$ cat config.mk
export PLATFORM = sky130hd
export DESIGN_NAME = wb_port_arbiter
export DESIGN_NICKNAME = d
export VERILOG_FILES = /design/src/rtl/wb_port_arbiter_pkg.sv /design/src/rtl/wb_pending_fifo.sv /design/src/rtl/wb_port_arbiter.sv
export SDC_FILE = /design/constraint.sdc
export NUM_CORES = 1
export LEC_CHECK = 0
export CAP_MARGIN = 0
export CELL_PAD_IN_SITES_DETAIL_PLACEMENT = 0
export CELL_PAD_IN_SITES_GLOBAL_PLACEMENT = 2
export CORE_MARGIN = 10
export CORE_UTILIZATION = 35
export CTS_BUF_LIST = sky130_fd_sc_hd__clkbuf_2 sky130_fd_sc_hd__clkbuf_4 sky130_fd_sc_hd__clkbuf_8
export CTS_CLUSTER_SIZE = 24
export DETAILED_ROUTE_END_ITERATION = 10
export PLACE_DENSITY_LB_ADDON = 0.25
export SETUP_SLACK_MARGIN = 0.2
export SLEW_MARGIN = 0
export SYNTH_ARGS = -nofsm -noshare
export SYNTH_HDL_FRONTEND = slang
export SYNTH_SLANG_ARGS = --single-unit
export TNS_END_PERCENT = 20
$ cat constraint.sdc
create_clock -name clk -period 5.2 [get_ports clk]
set_input_delay 1.04 -clock clk [delete_from_list [all_inputs] [get_ports clk]]
set_output_delay 1.04 -clock clk [all_outputs]
set_load 0.03 [all_outputs]
$ cat src/rtl/wb_port_arbiter_pkg.sv
// wb_port_arbiter_pkg: shared register-file write widths and pending-entry type
package wb_port_arbiter_pkg;
    localparam int REG_ADDR_W = 5;
    localparam int DATA_W = 32;
    typedef struct packed {
        logic [REG_ADDR_W-1:0] rd;
        logic [DATA_W-1:0]     data;
    } wb_entry_t;
endpackage

$ cat src/rtl/wb_pending_fifo.sv
// wb_pending_fifo: circular buffer of pending multi-cycle results with flush
module wb_pending_fifo
    import wb_port_arbiter_pkg::*;
#(
    parameter int DEPTH = 2
) (
    input  logic      clk,
    input  logic      reset,
    input  logic      push,
    input  logic      pop,
    input  logic      flush,
    input  wb_entry_t din,
    output wb_entry_t dout,
    output logic      full,
    output logic      empty
);
    localparam int AW = $clog2(DEPTH);
    wb_entry_t      mem [DEPTH];
    logic [AW-1:0]  wr_ptr, rd_ptr;
    logic [AW:0]    count;
    assign full  = count == (AW+1)'(DEPTH);
    assign empty = count == '0;
    assign dout  = mem[rd_ptr];
    // DEPTH is a power of two, so pointer overflow is the wrap
    always_ff @(posedge clk or posedge reset) begin
        if (reset) begin
            wr_ptr <= '0;
            rd_ptr <= '0;
            count  <= '0;
        end else if (flush) begin
            wr_ptr <= '0;
            rd_ptr <= '0;
            count  <= '0;
        end else begin
            if (push) wr_ptr <= wr_ptr + 1'b1;
            if (pop) rd_ptr <= rd_ptr + 1'b1;
            count <= count + {{AW{1'b0}}, push} - {{AW{1'b0}}, pop};
        end
    end
    always_ff @(posedge clk) begin
        if (push && !flush) mem[wr_ptr] <= din;
    end
endmodule

$ cat src/rtl/wb_port_arbiter.sv
// wb_port_arbiter: shares the register-file write port between WB and a buffered multi-cycle unit
module wb_port_arbiter
    import wb_port_arbiter_pkg::*;
#(
    parameter int DEPTH        = 2,
    parameter int STARVE_LIMIT = 3
) (
    input  logic                  clk,
    input  logic                  reset,
    input  logic                  wb_regwrite,
    input  logic [REG_ADDR_W-1:0] wb_rd,
    input  logic [DATA_W-1:0]     wb_data,
    input  logic                  mdu_valid,
    input  logic [REG_ADDR_W-1:0] mdu_rd,
    input  logic [DATA_W-1:0]     mdu_data,
    output logic                  mdu_ready,
    input  logic                  mdu_flush,
    output logic                  rf_we,
    output logic [REG_ADDR_W-1:0] rf_waddr,
    output logic [DATA_W-1:0]     rf_wdata,
    output logic                  stall_req,
    output logic                  collision_err
);
    localparam int CW = $clog2(STARVE_LIMIT + 1);
    logic          wb_live, push, pop, full, empty;
    wb_entry_t     head;
    logic [CW-1:0] blk;
    assign wb_live   = wb_regwrite && wb_rd != '0;
    assign mdu_ready = !full;
    // rd=0 results are accepted but never stored; flush drops the acceptance
    assign push = mdu_valid && mdu_ready && mdu_rd != '0 && !mdu_flush;
    assign pop  = !wb_live && !empty && !mdu_flush;
    wb_pending_fifo #(.DEPTH(DEPTH)) u_fifo (
        .clk  (clk),
        .reset(reset),
        .push (push),
        .pop  (pop),
        .flush(mdu_flush),
        .din  ('{rd: mdu_rd, data: mdu_data}),
        .dout (head),
        .full (full),
        .empty(empty)
    );
    always_ff @(posedge clk or posedge reset) begin
        if (reset) begin
            rf_we         <= 1'b0;
            rf_waddr      <= '0;
            rf_wdata      <= '0;
            blk           <= '0;
            stall_req     <= 1'b0;
            collision_err <= 1'b0;
        end else begin
            rf_we     <= wb_live || pop;
            rf_waddr  <= wb_live ? wb_rd : pop ? head.rd : '0;
            rf_wdata  <= wb_live ? wb_data : pop ? head.data : '0;
            blk       <= (mdu_flush || pop) ? '0 :
                         (wb_live && !empty && blk != CW'(STARVE_LIMIT)) ? blk + 1'b1 : blk;
            stall_req <= blk == CW'(STARVE_LIMIT) && !pop && !mdu_flush;
            if (wb_live && stall_req) collision_err <= 1'b1;
        end
    end
endmodule

==> flow_summary.yaml <==
logic_synthesis:
  postSynthCellCount: 290
  synthArstFlopShare_pct: 38.3
  synth_edf_count: 74
  syn-cell-area_um2: 4680
  synth-xor-area-share_pct: 0.187
  synth-seq-cells: 120
  synth_top_cell_by_area: "edfxtp_1"
  syn_nets: 372
  ys_seq_area_share_pct: 72.1
  ys_top_cells_by_count: "74 x edfxtp_1, 46 x dfrtp_1, 38 x nor2_1"
  synth_cell_type_count: 29
  yosys.area_share.simple_pct: 5.78
  synthMuxAreaShare_pct: 16.1
  yosys_warnings: 0
  synth_top_area_share_pct: 47.5
  ys_top_cells_by_area: "edfxtp_1 48%, dfrtp_1 25%, mux2_2 8.2%, mux2i_1 7.9%, nor2_1 3.0%"
  yosysMostFrequentCell: "edfxtp_1"
  synth_top_family_by_area: "multiplexers"
  avgSynthCellArea_um2: 16.1
  synth-compound-area-share_pct: 2.84
  synth_fa_ha_area_share_pct: 0.803
  synthFlopType: "edfxtp_1"
sta:
  tightest_slew_ns: 1.04
  timing.final.crit_share_pct: 58.3
  setup_ws_ns: 2.17
  setup_violations: 0
  rsz0062_at_grt: "false"
  clock_skew_ns: 0.00904
  slew_violations: 0
  relSlewSlack_pct: 30.5
  setup_tns_ns: 0
  max_freq_mhz: 330
  min_period_ns: 3.03
  hold_viol_final: 0
  whs_ns: 0.455
drt:
  drc_errors: 0
  drtIter0Drc: 143
  dr.pass1.iters: 4
  routed_via_density: 4.54
  num_vias: 2757
  wl_per_cell_um: 17.1
  routed_wl_um: 10400
  antenna_left: 0
run_status:
  status: "completed"
worst_setup_path:
  path_buf_inv: 2
  cp.required_ns: 5.55
  cpMaxStageDelayCell: "clkdlybuf4s50_1"
  end_kind: "flip-flop"
  crit_path_frequent_cell: "ha_1"
  worstSetupStartpointType: "input pin"
  worstSetupPathType: "in2reg"
  cp_max_fo: 39
  slowest_delay_ns: 0.75
  worstPathCellList: "clkdlybuf4s50_1 -> o21bai_4 -> nor2_1 -> ha_1 -> inv_1 -> ha_1 -> xor2_1 -> and2_1 -> nor3_1"
  arrival_ns: 3.38
  cpLargestDelayFamily: "buffers and inverters"
cells_and_area:
  antenna_cells: 0
  area_growth_pct: 38.3
  layout-drive-gt1-share_pct: 17.9
  nets: 500
  final_util_pct: 49.0
global_route:
  grt.total_usage_pct: 11.8
  grt_remaining_overflow: 0
  grt_max_degree: 47
  grt_pass1_vias: 3119
  antenna_found_initial: 0
  grt_pass1_wl_um: 16400
power:
  peakVddDrop_mv: 0.203
  power_density_nw_per_um2: 375
  p_leak_nw: 2.42
die:
  io-pin-count: 120
  num_rows: 42
  coreArea_um2: 13200
  die_h_um: 136
  die_area_um2: 18400
  die_x_um: 136
  initial_core_util_pct: 35.5
clocking:
  path_clk_slew_ns: 0.07
  clock_sinks: 120
  cts_max_path_buffers: 2
  cts_buffers: 17
  ctsResizeCount: 0
  clkLatencyLatePin_ns: 0.43
  cts_hold_buf: 0
  clockRootBuffer: "clkbuf_8"
  postCtsSetupRepairBufs: 0
  cts_tree: "done"
  htree_levels: 4
flow_run:
  drv_cap: 0
placement:
  gp_congestion: 0.694
  dp.final_hpwl_um: 7080
  pre_cts_slack_ns: 1.67
  io_buffers: 119
hold_path:
  worstHoldPathType: "reg2reg"
## sequential cells by signal, summed over array words and instances, names as in the netlist
register and count:
u_fifo.mem 74, rf_wdata 32, rf_waddr 5, blk 2, u_fifo.count 2, collision_err 1, rf_we 1, stall_req 1
u_fifo.rd_ptr 1, u_fifo.wr_ptr 1
## metal layers
layer | up-vias | share of wire (%) | track usage, % | wire, µm
li1 | 1313 | - | - | -
met1 | 1360 | 40 | 12.7 | 4100
met2 | 68 | 52 | 19.8 | 5440
met3 | 16 | 5.6 | 4.56 | 583
met4 | 0 | 2.3 | 5.86 | 242
met5 | - | 0 | 0 | 0
## through the flow
stage | instance area [µm²] | total power [W] | std cells
2_1_floorplan | 4680 | 0.00139 | 290
3_3_place_gp | 6050 | 0.00157 | 575
3_5_place_dp | 6050 | 0.00158 | 575
4_1_cts | 6470 | 0.00246 | 607
5_1_grt | 6470 | 0.00254 | 607
6_report | 6470 | 0.00242 | 607
## layout make-up
cell class / instances / area (µm²)
Inverter: 4 / 15.0
Sequential cell: 120 / 3370
Clock inverter: 12 / 156
Tap cell: 176 / 220
Clock buffer: 20 / 256
Fill cell: 1188 / 6720
Timing Repair Buffer: 123 / 1220
Multi-Input combinational cell: 152 / 1220
## cell usage in the layout (no fill, tap or decap), drive strengths merged, types with 4 or more instances in the layout
master / count
clkdlybuf4s50: 119
buf: 4
nor2: 38
mux2: 34
bufinv: 4
inv: 4
clkinv: 8
edfxtp: 74
mux2i: 37
dfrtp: 46
o31ai: 7
nand2: 9
clkbuf: 20
## kinds of logic after synthesis
logic type | count (synthesis)
flip-flops | 120
AO/OA/AOI/OAI | 16
XOR/XNOR | 1
adder cells (fa/ha/maj) | 3
AND/OR/NAND/NOR | 61
multiplexers | 71
buffers and inverters | 18
## where the power goes
group	internal (W)	leakage [nW]	switching [W]
sequential	0.00109	1.27	0.0000394
clock	0.000528	0.217	0.000345
combinational	0.000203	0.938	0.000217
total	0.00182	2.42	0.000601
## path summary, 6_finish.rpt
kind	startpoint	end	slack [ns]	cells past startpoint
worst max-delay path	mdu_flush	u_fifo.count[1]$_DFF_PP0_	2.17	9
worst min-delay path	collision_err$_DFFE_PP0P_	collision_err$_DFFE_PP0P_	0.46	1
worst max register to register	u_fifo.count[1]$_DFF_PP0_	u_fifo.count[1]$_DFF_PP0_	2.74	8
worst min register to register	collision_err$_DFFE_PP0P_	collision_err$_DFFE_PP0P_	0.46	1
max in group asynchronous	reset	u_fifo.rd_ptr$_DFFE_PP0P_	3.31	2
min in group asynchronous	reset	rf_wdata[6]$_DFF_PP0_	1.16	2
## worst register-to-register path, cell delays in order (launching register included)
cell and delay [ns]:
dfrtp_1 0.48, o21bai_4 0.83, nor2_1 0.09, ha_1 0.31, inv_1 0.04, ha_1 0.19, xor2_1 0.17, and2_1 0.15
nor3_1 0.12
No activity file was read; power rests on OpenSTA's default activity.
